<file path="src/rtl/tnn_vote_counter_if.sv">
// Comparator-beat input stream and classification-result output of the vote counter.
// slave is the counter side; master is the producer/consumer side.
interface tnn_vote_counter_if #(
  parameter int NUM_CLASSES     = 7,
  parameter int VOTES_PER_CLASS = 8
);
  localparam int CNT_W = $clog2(VOTES_PER_CLASS + 1);
  localparam int IDX_W = (NUM_CLASSES > 1) ? $clog2(NUM_CLASSES) : 1;

  logic             cmp_valid;
  logic             cmp_bit;
  logic             cmp_ready;
  logic             out_valid;
  logic             out_ready;
  logic [IDX_W-1:0] out_class;
  logic [CNT_W-1:0] out_score;

  modport master (
    output cmp_valid, cmp_bit, out_ready,
    input  cmp_ready, out_valid, out_class, out_score
  );

  modport slave (
    input  cmp_valid, cmp_bit, out_ready,
    output cmp_ready, out_valid, out_class, out_score
  );
endinterface

</file>
<file path="src/rtl/tnn_vote_counter.sv">
// Accumulates class-major comparator votes, then scans one class per cycle for the
// highest count (ties keep the lowest index) and holds the result until accepted.
module tnn_vote_counter #(
  parameter int NUM_CLASSES     = 7,
  parameter int VOTES_PER_CLASS = 8
) (
  input logic               clk,
  input logic               rst,
  tnn_vote_counter_if.slave bus
);
  localparam int CNT_W = $clog2(VOTES_PER_CLASS + 1);
  localparam int IDX_W = (NUM_CLASSES > 1) ? $clog2(NUM_CLASSES) : 1;
  localparam int VID_W = (VOTES_PER_CLASS > 1) ? $clog2(VOTES_PER_CLASS) : 1;
  localparam logic [VID_W-1:0] LAST_VOTE = VID_W'(VOTES_PER_CLASS - 1);
  localparam logic [IDX_W-1:0] LAST_CLS  = IDX_W'(NUM_CLASSES - 1);

  typedef enum logic [1:0] {
    ACCUM = 2'd0,
    SCAN  = 2'd1,
    OUT   = 2'd2
  } state_e;

  state_e           state_q, state_d;
  logic [CNT_W-1:0] cnt_q [NUM_CLASSES];
  logic [CNT_W-1:0] cnt_d [NUM_CLASSES];
  logic [VID_W-1:0] vote_idx_q, vote_idx_d;
  logic [IDX_W-1:0] cls_idx_q, cls_idx_d;
  logic [IDX_W-1:0] scan_idx_q, scan_idx_d;
  logic [IDX_W-1:0] best_cls_q, best_cls_d;
  logic [CNT_W-1:0] best_score_q, best_score_d;
  logic [IDX_W-1:0] out_class_q, out_class_d;
  logic [CNT_W-1:0] out_score_q, out_score_d;
  logic [CNT_W-1:0] scan_cnt;
  logic             take;

  always_comb begin
    state_d      = state_q;
    cnt_d        = cnt_q;
    vote_idx_d   = vote_idx_q;
    cls_idx_d    = cls_idx_q;
    scan_idx_d   = scan_idx_q;
    best_cls_d   = best_cls_q;
    best_score_d = best_score_q;
    out_class_d  = out_class_q;
    out_score_d  = out_score_q;
    scan_cnt     = cnt_q[scan_idx_q];
    // Index 0 always seeds the running best; later classes must strictly beat it.
    take         = (scan_idx_q == '0) || (scan_cnt > best_score_q);

    case (state_q)
      ACCUM: begin
        if (bus.cmp_valid) begin
          if (bus.cmp_bit) begin
            cnt_d[cls_idx_q] = cnt_q[cls_idx_q] + CNT_W'(1);
          end
          if (vote_idx_q == LAST_VOTE) begin
            vote_idx_d = '0;
            if (cls_idx_q == LAST_CLS) begin
              cls_idx_d  = '0;
              scan_idx_d = '0;
              state_d    = SCAN;
            end else begin
              cls_idx_d = cls_idx_q + IDX_W'(1);
            end
          end else begin
            vote_idx_d = vote_idx_q + VID_W'(1);
          end
        end
      end
      SCAN: begin
        if (take) begin
          best_cls_d   = scan_idx_q;
          best_score_d = scan_cnt;
        end
        if (scan_idx_q == LAST_CLS) begin
          out_class_d = best_cls_d;
          out_score_d = best_score_d;
          state_d     = OUT;
        end else begin
          scan_idx_d = scan_idx_q + IDX_W'(1);
        end
      end
      OUT: begin
        if (bus.out_ready) begin
          for (int i = 0; i < NUM_CLASSES; i++) cnt_d[i] = '0;
          vote_idx_d = '0;
          cls_idx_d  = '0;
          state_d    = ACCUM;
        end
      end
      default: state_d = ACCUM;
    endcase
  end

  always_ff @(posedge clk) begin
    if (rst) begin
      state_q      <= ACCUM;
      for (int i = 0; i < NUM_CLASSES; i++) cnt_q[i] <= '0;
      vote_idx_q   <= '0;
      cls_idx_q    <= '0;
      scan_idx_q   <= '0;
      best_cls_q   <= '0;
      best_score_q <= '0;
      out_class_q  <= '0;
      out_score_q  <= '0;
    end else begin
      state_q      <= state_d;
      cnt_q        <= cnt_d;
      vote_idx_q   <= vote_idx_d;
      cls_idx_q    <= cls_idx_d;
      scan_idx_q   <= scan_idx_d;
      best_cls_q   <= best_cls_d;
      best_score_q <= best_score_d;
      out_class_q  <= out_class_d;
      out_score_q  <= out_score_d;
    end
  end

  assign bus.cmp_ready = (state_q == ACCUM);
  assign bus.out_valid = (state_q == OUT);
  assign bus.out_class = out_class_q;
  assign bus.out_score = out_score_q;
endmodule

</file>
<file path="src/flat_wrapper.sv">
// flat-port wrapper written by rule: the top's interface ports become plain ports
module tnn_vote_counter_flat 
#(
  parameter int NUM_CLASSES     = 7,
  parameter int VOTES_PER_CLASS = 8
)
  (clk, rst, bus_cmp_valid, bus_cmp_bit, bus_out_ready, bus_cmp_ready, bus_out_valid, bus_out_class, bus_out_score);
  tnn_vote_counter_if #(.NUM_CLASSES(NUM_CLASSES), .VOTES_PER_CLASS(VOTES_PER_CLASS)) bus_i ();
  input logic clk;
  input logic rst;
  input wire logic [$bits(bus_i.cmp_valid)-1:0] bus_cmp_valid;
  input wire logic [$bits(bus_i.cmp_bit)-1:0] bus_cmp_bit;
  input wire logic [$bits(bus_i.out_ready)-1:0] bus_out_ready;
  output wire logic [$bits(bus_i.cmp_ready)-1:0] bus_cmp_ready;
  output wire logic [$bits(bus_i.out_valid)-1:0] bus_out_valid;
  output wire logic [$bits(bus_i.out_class)-1:0] bus_out_class;
  output wire logic [$bits(bus_i.out_score)-1:0] bus_out_score;
  assign bus_i.cmp_valid = bus_cmp_valid;
  assign bus_i.cmp_bit = bus_cmp_bit;
  assign bus_i.out_ready = bus_out_ready;
  assign bus_cmp_ready = bus_i.cmp_ready;
  assign bus_out_valid = bus_i.out_valid;
  assign bus_out_class = bus_i.out_class;
  assign bus_out_score = bus_i.out_score;
  tnn_vote_counter #(.NUM_CLASSES(NUM_CLASSES), .VOTES_PER_CLASS(VOTES_PER_CLASS)) u_core (.clk(clk), .rst(rst), .bus(bus_i));
endmodule
</file>
<file path="config.mk">
export PLATFORM = sky130hd
export DESIGN_NAME = tnn_vote_counter_flat
export DESIGN_NICKNAME = d
export VERILOG_FILES = /design/src/rtl/tnn_vote_counter_if.sv /design/src/rtl/tnn_vote_counter.sv /design/src/flat_wrapper.sv
export SDC_FILE = /design/constraint.sdc
export NUM_CORES = 1
export LEC_CHECK = 0
export ABC_AREA = 1
export CORE_UTILIZATION = 55
export CTS_CLUSTER_DIAMETER = 120
export DETAILED_ROUTE_END_ITERATION = 6
export PLACE_DENSITY = 0.73
export SYNTH_ARGS = -nofsm -noshare
export SYNTH_HDL_FRONTEND = slang
export SYNTH_SLANG_ARGS = --single-unit
</file>
<file path="constraint.sdc">
create_clock -name clk -period 4 [get_ports clk]
set_input_delay 1.2 -clock clk [delete_from_list [all_inputs] [get_ports clk]]
set_output_delay 1.2 -clock clk [all_outputs]
set_load 0.02 [all_outputs]
</file>
## After elaboration in Yosys (flattened, before gate mapping)

Index checks and enable logic that the tools add are counted.

- Add/sub/neg operators: 4
- Order comparisons: 4
- Eq/ne operators: 12
- Mux-type cells: 34
- Bitwise logic cells: 2
- Reduce and logical (&&, ||, !) cells: 12

Operator list:

| kind | count |
|---|---|
| $mux 28 | 3 |
| $pmux 28 s2 | 1 |
| $mux 3 | 11 |
| $bwmux 28 | 1 |
| $bmux 4 s3 | 2 |
| $mux 4 | 6 |
| $pmux 3 s2 | 3 |
| $demux 4 s3 | 1 |
| $mux 2 | 5 |
| $reduce_and 5->1 | 2 |
| $add 3x1->3 const B | 3 |
| $eq 3x3->1 const B | 3 |
| $ge 4x4->1 const B | 2 |
| $ne 2x2->1 const B | 4 |
| $not 3->4 | 2 |
| $reduce_and 4->1 | 2 |
| $ne 2x1->1 const B | 3 |
| $pmux 2 s3 | 1 |
| $add 4x1->4 const B | 1 |
| $gt 4x4->1 | 1 |
| $lt 4x1->1 const B | 1 |
| $reduce_bool 2->1 | 2 |
| $logic_not 3->1 | 1 |
| $reduce_and 3->1 | 1 |
| other kinds (6) | 6 |

- Flip-flop bits (word level): 53
- Output and inout port bits: 9
- Word-level logic and storage cells: 83

## Logic depth before layout (Yosys ltp)

- Depth in word-level cells: 9
- Mapped depth: 18
- Mapped depth without buffers: 18

## Worst setup path before layout

Ideal clock, no wire load.

- Kind: register to register
- Start point: register u_core.scan_idx_q[0]
- End point: register u_core.best_score_q[0]
- Library setup time: 0.109 ns
- Arrival: 2.070 ns
- Required time: 3.891 ns
- Setup slack: 1.821 ns
- Stages on the path, launching flop included: 19
- Cells stage by stage: dfxtp_1 inv_1 buf_2 nor2_1 o21ai_0 nand2_1 o21ai_0 inv_1 ha_1 inv_1 a21oi_1 o21ai_0 o21ai_0 nand2_1 inv_1 nand2_1 nand3_1 nand2_1 inv_1

- Cells in the longest elaborated chain, start to end: 7
- Elaborated cells between the ends (all ways): 8
- Classes of those cells: order compare (1); mux (4); bitwise (1); reduce/logical (2)

RTL lines:

| item | RTL line | text |
|---|---|---|
| start: declaration | tnn_vote_counter.sv:28 | `logic [IDX_W-1:0] scan_idx_q, scan_idx_d;` |
| start signal: assignment | tnn_vote_counter.sv:111 | `scan_idx_q <= scan_idx_d;` |
| $not 3->4 (implied by the code) | tnn_vote_counter.sv:46 | `scan_cnt = cnt_q[scan_idx_q];` |
| $bmux 4 s3 | tnn_vote_counter.sv:46 |  |
| $mux 4 (implied by the code) (2 in series) | tnn_vote_counter.sv:46 |  |
| $gt 4x4->1 | tnn_vote_counter.sv:48 | `take = (scan_idx_q == '0) \|\| (scan_cnt > best_score_q);` |
| $logic_or 1x1->1 | tnn_vote_counter.sv:48 |  |
| $mux 4 (*) | tnn_vote_counter.sv:71 | `if (take) begin` |
| end signal: assignment | tnn_vote_counter.sv:113 | `best_score_q <= best_score_d;` |
| end: declaration | tnn_vote_counter.sv:30 | `logic [CNT_W-1:0] best_score_q, best_score_d;` |

Every way passes the cells marked *; elsewhere a longest branch is shown, timed or not. The select of a mux whose other input is x is not followed.
A chain may end at the register's enable or synchronous reset.

## Final worst setup path

- Start point: register u_core.state_q[1]
- End point: output port bus_out_valid

- Cells in the longest elaborated chain, start to end: 1

RTL lines:

| item | RTL line | text |
|---|---|---|
| start: declaration | tnn_vote_counter.sv:23 | `state_e state_q, state_d;` |
| start signal: assignment | tnn_vote_counter.sv:107 | `state_q <= state_d;` |
| $eq 2x2->1 | tnn_vote_counter.sv:120 | `assign bus.out_valid = (state_q == OUT);` |
| end: declaration | flat_wrapper.sv:15 | `output wire logic [$bits(bus_i.out_valid)-1:0] bus_out_valid;` |

Every way passes these cells.

==> key figures <==
Outcome
  – Result of the run: finished, final reports clean

Floorplan
  – Die height: 77.6 um
  – Core Rows: 27
  – Starting density of the core: 0.571
  – IO Pins: 14
  – Die Width: 77.6 um
  – Die area: 0.00602 mm^2
  – Core area: 0.00551 mm^2

Global routing
  – Grt total ovfl: 0
  – Initial antenna violation count: 0
  – Largest net degree at the start of global routing: 19
  – Global-route wire length before repair: 13400 um
  – GRT Total Usage: 0.283
  – Vias in the first global route: 2923

Detailed routing
  – Pre-antenna DRT Iters: 5
  – Routed wire length: 7950 um
  – DRC Markers: 0
  – Routed vias/inst: 5.56
  – Drt wl/cell: 14.0 um
  – Detailed Route Iter0 Violations: 272
  – Post-route ant nets: 0
  – Via count: 3152

STA
  – RSZ-0062 raised after global routing: false
  – Setup_tns: 0 ns
  – Fin crit period: 3.31 ns
  – Least-Margin Pin Slew: 0.788 ns
  – Final period util: 0.828
  – Final Setup Violations: 0
  – Slew Limit Headroom: 0.474
  – Max Freq: 302 MHz
  – Worst Skew: 0.00771 ns
  – Final Hold Fails: 0
  – Max Slew Vio Count: 0

Critical path
  – Worst Setup SP: u_core.state_q[1]
  – Critical Path Sink Type: output pin
  – Worst r2r src: u_core.scan_idx_q[0]
  – FF-to-FF End: u_core.bus.out_class[0]
  – Startpoint types: flop
  – Reg-to-reg slack, setup: 1.12 ns
  – CP max FO: 13
  – Crit path kind: reg -> out
  – Worst reg2reg path depth: 15
  – Critical Path AT: 2.11 ns
  – CP required: 2.80 ns
  – CP endpoint: bus_out_valid

Placed design
  – GPL Wtd Cong: 1.01
  – PortBufs: 13
  – HPWL after detailed placement: 5890 um

Clock tree
  – Post-CTS Hold Buffers: 0
  – Clock latency on the worst-skew pair: 0.31 ns
  – CTS tree: built
  – Clock buffer depth: 2
  – Clk sinks: 53
  – Resized cells post-CTS: 0
  – Cts bufs inserted: 5
  – Post-CTS Setup Inserts: 0
  – Root buf cell: clkbuf_8
  – Reg clk slew, reported paths: 0.09 ns
  – Htree depth: 2

Yosys
  – Seq/Total Area, Yosys: 0.337
  – Synthesized area: 0.00314 mm^2
  – Top_reg_cell synth: dfxtp_1
  – Post-Syn Instances: 487
  – Syn Area/Cell: 6.46 um^2
  – Post-Syn Nets: 502
  – Yosys cell types: 31
  – Most numerous cell in the Yosys netlist: nand2_1
  – Synth area leaders: dfxtp_1, nand2_1, a21oi_1
  – List of most frequent post-synthesis cells: nand2_1, dfxtp_1, inv_1, nor2_1, a21oi_1
  – YS warnings: 0
  – Async SR Flop Fraction: 0
  – Yosys reg bits: 53
  – Yosys top cell area share: 0.337
  – Synth area leader: dfxtp_1
  – Number of synthesized flops with an enable pin: 0

Run
  – Count of maximum capacitance violations: 0

Finish
  – Share of layout cells above drive strength 1: 0.0889
  – Filler cells: 513
  – Footprint of the multi-input gates: 0.00176 mm^2
  – Final Net Count: 509
  – FF/Latch Area: 0.00106 mm^2
  – Antenna diodes: 0
  – Synth-to-layout area growth: 8.36%

Pwr
  – Total power: 965 uW
  – LEAKAGE: 0.00142 uW
  – VDD IR max: 0.214 mV
  – Power per cell area: 283 mW/mm^2

Worst hold path
  – Min-delay src: u_core.vote_idx_q[1]
  – Hold Path Class: reg -> reg
[power breakdown]
group | switching [uW] | internal, uW | total (uW)
Clock | 181 | 204 | 385
Sequential | 1.99 | 530 | 532
Combinational | 32.4 | 15.5 | 47.9
Total | 215 | 750 | 965
[worst min-delay path by stage]
stage	cells after the start	to	slack, ns
floorplan	2	u_core.vote_idx_q[1]	0.44
global placement	2	u_core.cnt_q[21]	0.46
detailed placement	2	u_core.cnt_q[22]	0.46
CTS	2	u_core.cnt_q[22]	0.48
global route	2	u_core.vote_idx_q[2]	0.50
finish	2	u_core.vote_idx_q[1]	0.48
[layer usage]
metal,global-route usage,up-vias,routed length [um]
met4,0.121,0,197
li1,-,1567,-
met2,0.436,114,3560
met5,0,-,0
met3,0.0612,22,669
met1,0.381,1449,3520
[cells by family (layout without fill, tap and decap cells)]
group,after synthesis,after routing,share of synthesized area
flops,53,53,0.337
fa+ha+maj,10,10,0.0398
simple gates,261,261,0.359
compound gates,88,88,0.160
buf+inv,75,83,0.104
[stage by stage]
step / std cells / instance area (um^2) / utilization / hold slack [ns] / worst slack (ns)
finish: 567 / 3410 / 0.619 / 0.476 / 0.689
global route: 567 / 3410 / 0.619 / 0.499 / 0.622
CTS: 567 / 3410 / 0.619 / 0.476 / 0.676
detailed placement: 559 / 3290 / 0.598 / 0.461 / 1.04
global placement: 559 / 3290 / 0.598 / 0.455 / 1.03
floorplan: 487 / 3140 / - / 0.443 / 1.82
[state kept, by name, indices dropped and copies added, names as in the netlist]
signal and flops:
u_core.state_q 2, u_core.scan_idx_q 3, u_core.cls_idx_q 3, u_core.best_score_q 4, u_core.bus.out_score 4, u_core.best_cls_q 3, u_core.bus.out_class 3, u_core.cnt_q 28
u_core.vote_idx_q 3
[cells in the final DEF, fill, tap and decap left out, drive strengths merged, types with 3 or more instances in the layout]
cell type and count:
nand3 43, clkbuf 7, buf 4, nor2 55, inv 58, nand2 153
nor3 6, a21oi 44, a211oi 3, o21ai 37, dfxtp 53, clkdlybuf4s50 13
ha 10
[area by class of cell]
cell class | instances | share of cell area
flip-flops and latches | 53 | 0.311
inverters | 58 | 0.0654
repair buffers | 17 | 0.0470
multi-input cells | 359 | 0.516
clock inverters | 1 | 0.00881
well taps | 72 | 0.0264
clock buffers | 7 | 0.0253
[critical path, stage by stage, from the launching register on]
cell and delay [ns]:
dfxtp_1 0.84, inv_2 0.09, nor2_4 0.21, clkdlybuf4s50_1 0.65
Note: power is estimated with default switching activity, not from simulation.
